## src/rtl/imem_loader_pkg.sv

```systemverilog
// imem_loader_pkg: state encoding and stream constants shared by the loader files.
// The CKSUM state only exists when IMEM_LOADER_CKSUM_EN is defined.
package imem_loader_pkg;
   typedef enum logic [2:0] {
      IDLE,
      HDR0,
      HDR1,
      DATA,
      WRITE,
`ifdef IMEM_LOADER_CKSUM_EN
      CKSUM,
`endif
      DONE,
      ERR
   } loaderState_t;
   localparam int HDR_BYTES = 2;
   localparam int BYTES_PER_WORD = 4;
   localparam logic [31:0] ADDR_INC = 32'd4;
   function automatic logic isIdle(input loaderState_t s);
      return s == IDLE || s == DONE || s == ERR;
   endfunction
endpackage

```

## src/rtl/imem_loader_asm.sv

```systemverilog
// imem_loader_asm: assembles little-endian stream bytes into 32-bit words.
// wordFull pulses in the cycle the last byte of a word is shifted in.
module imem_loader_asm
   import imem_loader_pkg::*;
(
   input  logic        clk,
   input  logic        areset,
   input  logic        clear,
   input  logic        shiftEn,
   input  logic [7:0]  byteIn,
   output logic [31:0] word,
   output logic        wordFull
);
   logic [1:0] byteCnt;
   assign wordFull = shiftEn && byteCnt == 2'(BYTES_PER_WORD - 1);
   always_ff @(posedge clk) begin
      if (areset || clear) begin
         word <= '0;
         byteCnt <= '0;
      end else if (shiftEn) begin
         word <= {byteIn, word[31:8]};
         byteCnt <= byteCnt + 2'd1;
      end
   end
endmodule

```

## src/rtl/imem_loader.sv

```systemverilog
// imem_loader: streams a counted word image into instruction memory while holding the core.
// Define IMEM_LOADER_CKSUM_EN to append and verify an XOR checksum byte after the data.
module imem_loader
   import imem_loader_pkg::*;
#(
   parameter int          DEPTH_WORDS = 64,
   parameter logic [31:0] BASE_ADDR   = 32'h0000_0000
) (
   input  logic        clk,
   input  logic        areset,
   input  logic        start,
   input  logic        in_valid,
   input  logic [7:0]  in_data,
   output logic        in_ready,
   output logic        mem_we,
   output logic [31:0] mem_addr,
   output logic [31:0] mem_wd,
   output logic        core_hold,
   output logic        done,
   output logic        err
);
`ifdef IMEM_LOADER_CKSUM_EN
   localparam loaderState_t AFTER_LAST = CKSUM;
   logic [7:0] cksum;
`else
   localparam loaderState_t AFTER_LAST = DONE;
`endif
   loaderState_t state, nextState;
   logic [15:0] nWords, wordCnt, hdrCount;
   logic        accept, restart, wordFull;
   assign restart = start && isIdle(state);
   assign accept = in_valid && in_ready;
   assign hdrCount = {in_data, nWords[7:0]};
   assign mem_we = state == WRITE;
   assign core_hold = state != DONE;
   assign done = state == DONE;
   assign err = state == ERR;
   always_comb begin
      in_ready = state inside {HDR0, HDR1, DATA};
`ifdef IMEM_LOADER_CKSUM_EN
      in_ready = in_ready || state == CKSUM;
`endif
   end
   imem_loader_asm u_asm (
      .clk      (clk),
      .areset   (areset),
      .clear    (restart),
      .shiftEn  (accept && state == DATA),
      .byteIn   (in_data),
      .word     (mem_wd),
      .wordFull (wordFull)
   );
   always_comb begin
      nextState = state;
      case (state)
         IDLE, DONE, ERR: if (start) nextState = HDR0;
         HDR0: if (accept) nextState = HDR1;
         HDR1: if (accept) nextState = (hdrCount == '0 || hdrCount > 16'(DEPTH_WORDS)) ? ERR : DATA;
         DATA: if (wordFull) nextState = WRITE;
         WRITE: nextState = (wordCnt + 16'd1 == nWords) ? AFTER_LAST : DATA;
`ifdef IMEM_LOADER_CKSUM_EN
         CKSUM: if (accept) nextState = (in_data == cksum) ? DONE : ERR;
`endif
         default: nextState = IDLE;
      endcase
   end
   always_ff @(posedge clk) begin
      if (areset) begin
         state <= IDLE;
         nWords <= '0;
         wordCnt <= '0;
         mem_addr <= BASE_ADDR;
      end else begin
         state <= nextState;
         if (restart) begin
            nWords <= '0;
            wordCnt <= '0;
            mem_addr <= BASE_ADDR;
         end
         if (accept && state == HDR0) nWords[7:0] <= in_data;
         if (accept && state == HDR1) nWords[15:8] <= in_data;
         if (state == WRITE) begin
            mem_addr <= mem_addr + ADDR_INC;
            wordCnt <= wordCnt + 16'd1;
         end
      end
   end
`ifdef IMEM_LOADER_CKSUM_EN
   always_ff @(posedge clk) begin
      if (areset || restart) cksum <= '0;
      else if (accept && state == DATA) cksum <= cksum ^ in_data;
   end
`endif
endmodule

```

## config.mk

```make
export PLATFORM = sky130hd
export DESIGN_NAME = imem_loader
export DESIGN_NICKNAME = d
export VERILOG_FILES = /design/src/rtl/imem_loader_pkg.sv /design/src/rtl/imem_loader_asm.sv /design/src/rtl/imem_loader.sv
export SDC_FILE = /design/constraint.sdc
export NUM_CORES = 1
export LEC_CHECK = 0
export BUFFER_PORTS_ARGS = -buffer_cell sky130_fd_sc_hd__buf_2
export CORE_UTILIZATION = 30
export DETAILED_ROUTE_END_ITERATION = 16
export PLACE_DENSITY = 0.59
export SYNTH_ARGS = -nofsm -noshare
export SYNTH_HDL_FRONTEND = slang
export SYNTH_SLANG_ARGS = --single-unit
```

## constraint.sdc

```tcl
create_clock -name clk -period 2.8 [get_ports clk]
set_clock_uncertainty 0.2 [all_clocks]
set_input_delay 0 -clock clk [delete_from_list [all_inputs] [get_ports clk]]
set_output_delay 0 -clock clk [all_outputs]
set_load 0.005 [all_outputs]
```

==> results.sh <==
export IMPL_r2r_end="state[1]"
export IMPL_ctsRootBufferMaster="clkbuf_16"
export IMPL_fin_crit_ns=2.659
export IMPL_synth_edf_count=0
export IMPL_setup_worst_path_start="wordCnt[3]"
export IMPL_gp_congestion=0.8351
export IMPL_fmax_mhz=376.1
export IMPL_rsz0062_at_grt="false"
export IMPL_cts_htree_levels=3
export IMPL_slowest_stage="or4_1"
export IMPL_reg2reg_depth=6
export IMPL_postCtsSetupRepairBufs=0
export IMPL_grt_usage=0.1556
export IMPL_async_flop_share=0
export IMPL_yosys_area_share_simple=0.3075
export IMPL_clock_sinks=99
export IMPL_rrSetupSlack_ns=0.14
export IMPL_grt_max_degree=55
export IMPL_grt_overflow_total=0
export IMPL_drv_cap=0
export IMPL_cp_data_required_time_ns=2.83
export IMPL_syn_area_um2=4898
export IMPL_wl_per_cell_um=14.03
export IMPL_die_h_um=129.8
export IMPL_drtPass1Iterations=4
export IMPL_area_growth_syn_to_layout_pct=21.89
export IMPL_clk_latency_ns=0.35
export IMPL_drc_errors=0
export IMPL_path_delay_family="simple AND/OR/NAND/NOR gates"
export IMPL_viasPerCell=5.058
export IMPL_multiInputGateArea_um2=2730
export IMPL_drt_iter0_drc=252
export IMPL_timing_rr_start="wordCnt[3]"
export IMPL_via_count=4714
export IMPL_synth_compound_area_share=0.1750
export IMPL_netlist_instances=636
export IMPL_crit_cells=6
export IMPL_slew_headroom=0.6042
export IMPL_diodes=0
export IMPL_synth_fa_ha_area_frac=0.007663
export IMPL_finalHoldViolCount=0
export IMPL_wl_um=13080
export IMPL_pwr_density_cell_nw_per_um2=661.0
export IMPL_drive_gt1_frac=0.1788
export IMPL_outcome="completed"
export IMPL_grt_antenna_before_repair=0
export IMPL_ios=81
export IMPL_nets=726
export IMPL_die_w_um=129.8
export IMPL_ir_worst_vdd_mv=0.3413
export IMPL_synth_top_family_by_area="simple AND/OR/NAND/NOR gates"
export IMPL_yosysTopAreaCell="dfxtp_1"
export IMPL_hpwl_um=8690
export IMPL_grt_pass1_wl_um=20670
export IMPL_drv_slew=0
export IMPL_num_rows=46
export IMPL_seq_area_um2=1983
export IMPL_pre_cts_ws_ns=0.1625
export IMPL_fin_crit_sh=0.9496
export IMPL_clockBufferDepth=2
export IMPL_synthTopCellsByArea="dfxtp_1 (40%), nand2_1 (8.7%), a21oi_1 (8.2%), nand3_1 (4.9%), nor2_1 (4.4%)"
export IMPL_worst_setup_path_start_kind="register"
export IMPL_max_slew_worst_pin_slew_ns=0.5938
export IMPL_tns_ns=0
export IMPL_cts_tree="built"
export IMPL_die_area_um2=16840
export IMPL_critical_path_class="register to register"
export IMPL_path_cells="nand3_1, o31a_1, o32ai_1, o41ai_1, or4_1, o2bb2ai_1"
export IMPL_synth_xor_area_frac=0.04470
export IMPL_crit_fanout=9
export IMPL_crit_path_end_kind="register"
export IMPL_setup_ws_ns=0.1413
export IMPL_fillerInstances=1694
export IMPL_worst_ep_arrival_time_ns=2.69
export IMPL_power_leakage_nw=2.287
export IMPL_setup_violations=0
export IMPL_initial_core_util=0.3084
export IMPL_syn_avg_cell_area_um2=7.702
export IMPL_synth_seq_cells=99
export IMPL_ant_nets=0
export IMPL_muxShareOfSynthArea=0.01584
export IMPL_synth_warnings=0
export IMPL_crit_path_end="state[1]"
export IMPL_yosys_cell_types_count=65
export IMPL_ys_seq_area_frac=0.4046
export IMPL_cts_reportedPaths_clkPinSlew_ns=0.07
export IMPL_max_stage_delay_ns=0.62
export IMPL_design_core_area_um2=15890
export IMPL_grt_pass1_vias=4029
export IMPL_synth_top_area_share=0.4046
export IMPL_synth_main_ff_cell="dfxtp_1"
export IMPL_port_buffers=78
export IMPL_path_buf_inv=0
export IMPL_hold_path_class="register to register"
export IMPL_cts_buffers_inserted=9
[metrics by stage]
stage	utilization	hold slack (ns)	total power (W)	std cells	area, um2
2_1_floorplan	-	-0.06403	0.002234	637	4902
5_1_grt	0.3759	0.2752	0.004153	932	5971
3_5_place_dp	0.3466	0.08789	0.002567	905	5505
4_1_cts	0.3742	0.2555	0.003987	932	5944
6_report	0.3759	0.2504	0.003947	932	5971
3_3_place_gp	0.3466	0.08845	0.002570	905	5505
[tightest hold or removal path, cell delays in order (launching register included)]
cell	delay, ns
dfxtp_1	0.31
nand2_1	0.05
a21oi_1	0.05
[sequential cells by signal (all words and copies together) (netlist names)]
| name | flops |
|---|---|
| mem_addr | 30 |
| nWords | 16 |
| state | 3 |
| u_asm.byteCnt | 2 |
| u_asm.word | 32 |
| wordCnt | 16 |
[synthesized netlist by cell type (5+ instances only)]
cell and n:
clkbuf_1 31, a311oi_1 10, nand3_1 48, o21ai_0 21, buf_2 6, nand2_1 113
and3_1 8, nand2b_1 8, nor2_1 58, a21oi_1 80, dfxtp_1 99, nand4_1 8
and4_1 5, nor3_1 16, nor4_1 7, or3_1 5, a211oi_1 5, xnor2_1 9
xor2_1 16
[timing repair]
action | 4_1_cts | 5_1_grt
hold endpoints to repair | 33 | 0
endpoints found under the setup margin | 0 | 1
gates resized for setup | 0 | 5
hold buffers | 11 | 0
[per-layer routing]
layer | GRT usage | vias to the layer above | part of all wire
met1 | 0.2138 | 2228 | 0.48
met4 | 0.05404 | 0 | 0.015
met3 | 0.03075 | 13 | 0.029
met5 | 0 | - | 0
li1 | - | 2395 | -
met2 | 0.2422 | 78 | 0.47
[how the worst min path moves through the flow]
stage                        from             end  slack, ns  cells after the start
floorplan              in_data[0]  u_asm.word[24]      -0.06                      2
global placement       in_data[2]       nWords[2]       0.09                      3
detailed placement     in_data[2]  u_asm.word[26]       0.09                      3
CTS                 u_asm.word[2]   u_asm.word[2]       0.26                      2
global route        u_asm.word[1]   u_asm.word[1]       0.28                      2
finish              u_asm.word[7]   u_asm.word[7]       0.25                      2
[layout by cell type (no fill, tap or decap), types with 16 or more instances in the layout]
cell type | netlist | final
a21oi_1 | 80 | 80
buf_2 | 6 | 78
buf_4 | 3 | 20
dfxtp_1 | 99 | 98
nand2_1 | 113 | 113
nand3_1 | 48 | 48
nor2_1 | 58 | 58
nor3_1 | 16 | 16
o21ai_0 | 21 | 21
xor2_1 | 16 | 16
[power breakdown]
group / total, W / switching (W) / internal [W]
clock network: 0.00140 / 0.000561 / 0.000837
registers: 0.00151 / 0.0000448 / 0.00146
logic: 0.00104 / 0.000689 / 0.000352
total: 0.00395 / 0.00129 / 0.00265
[layout make-up]
| type | count | area share |
|---|---|---|
| multi-input cells | 490 | 0.4573 |
| flip-flops and latches | 99 | 0.3321 |
| repair buffers | 109 | 0.1090 |
| well taps | 216 | 0.04526 |
| clock buffers | 13 | 0.04359 |
| clock inverters | 3 | 0.01153 |
| inverters | 2 | 0.001257 |
[kinds of logic (layout without fill, tap and decap cells)]
group                    Yosys count  after routing
AND/OR/NAND/NOR                  308            308
AO/OA/AOI/OAI                    145            145
flip-flops                        99             99
buffers and inverters             48            127
XOR/XNOR                          25             25
multiplexers                       7              7
adder cells (fa/ha/maj)            3              3
other                              1              2
Power figures use the tool's default switching activity.
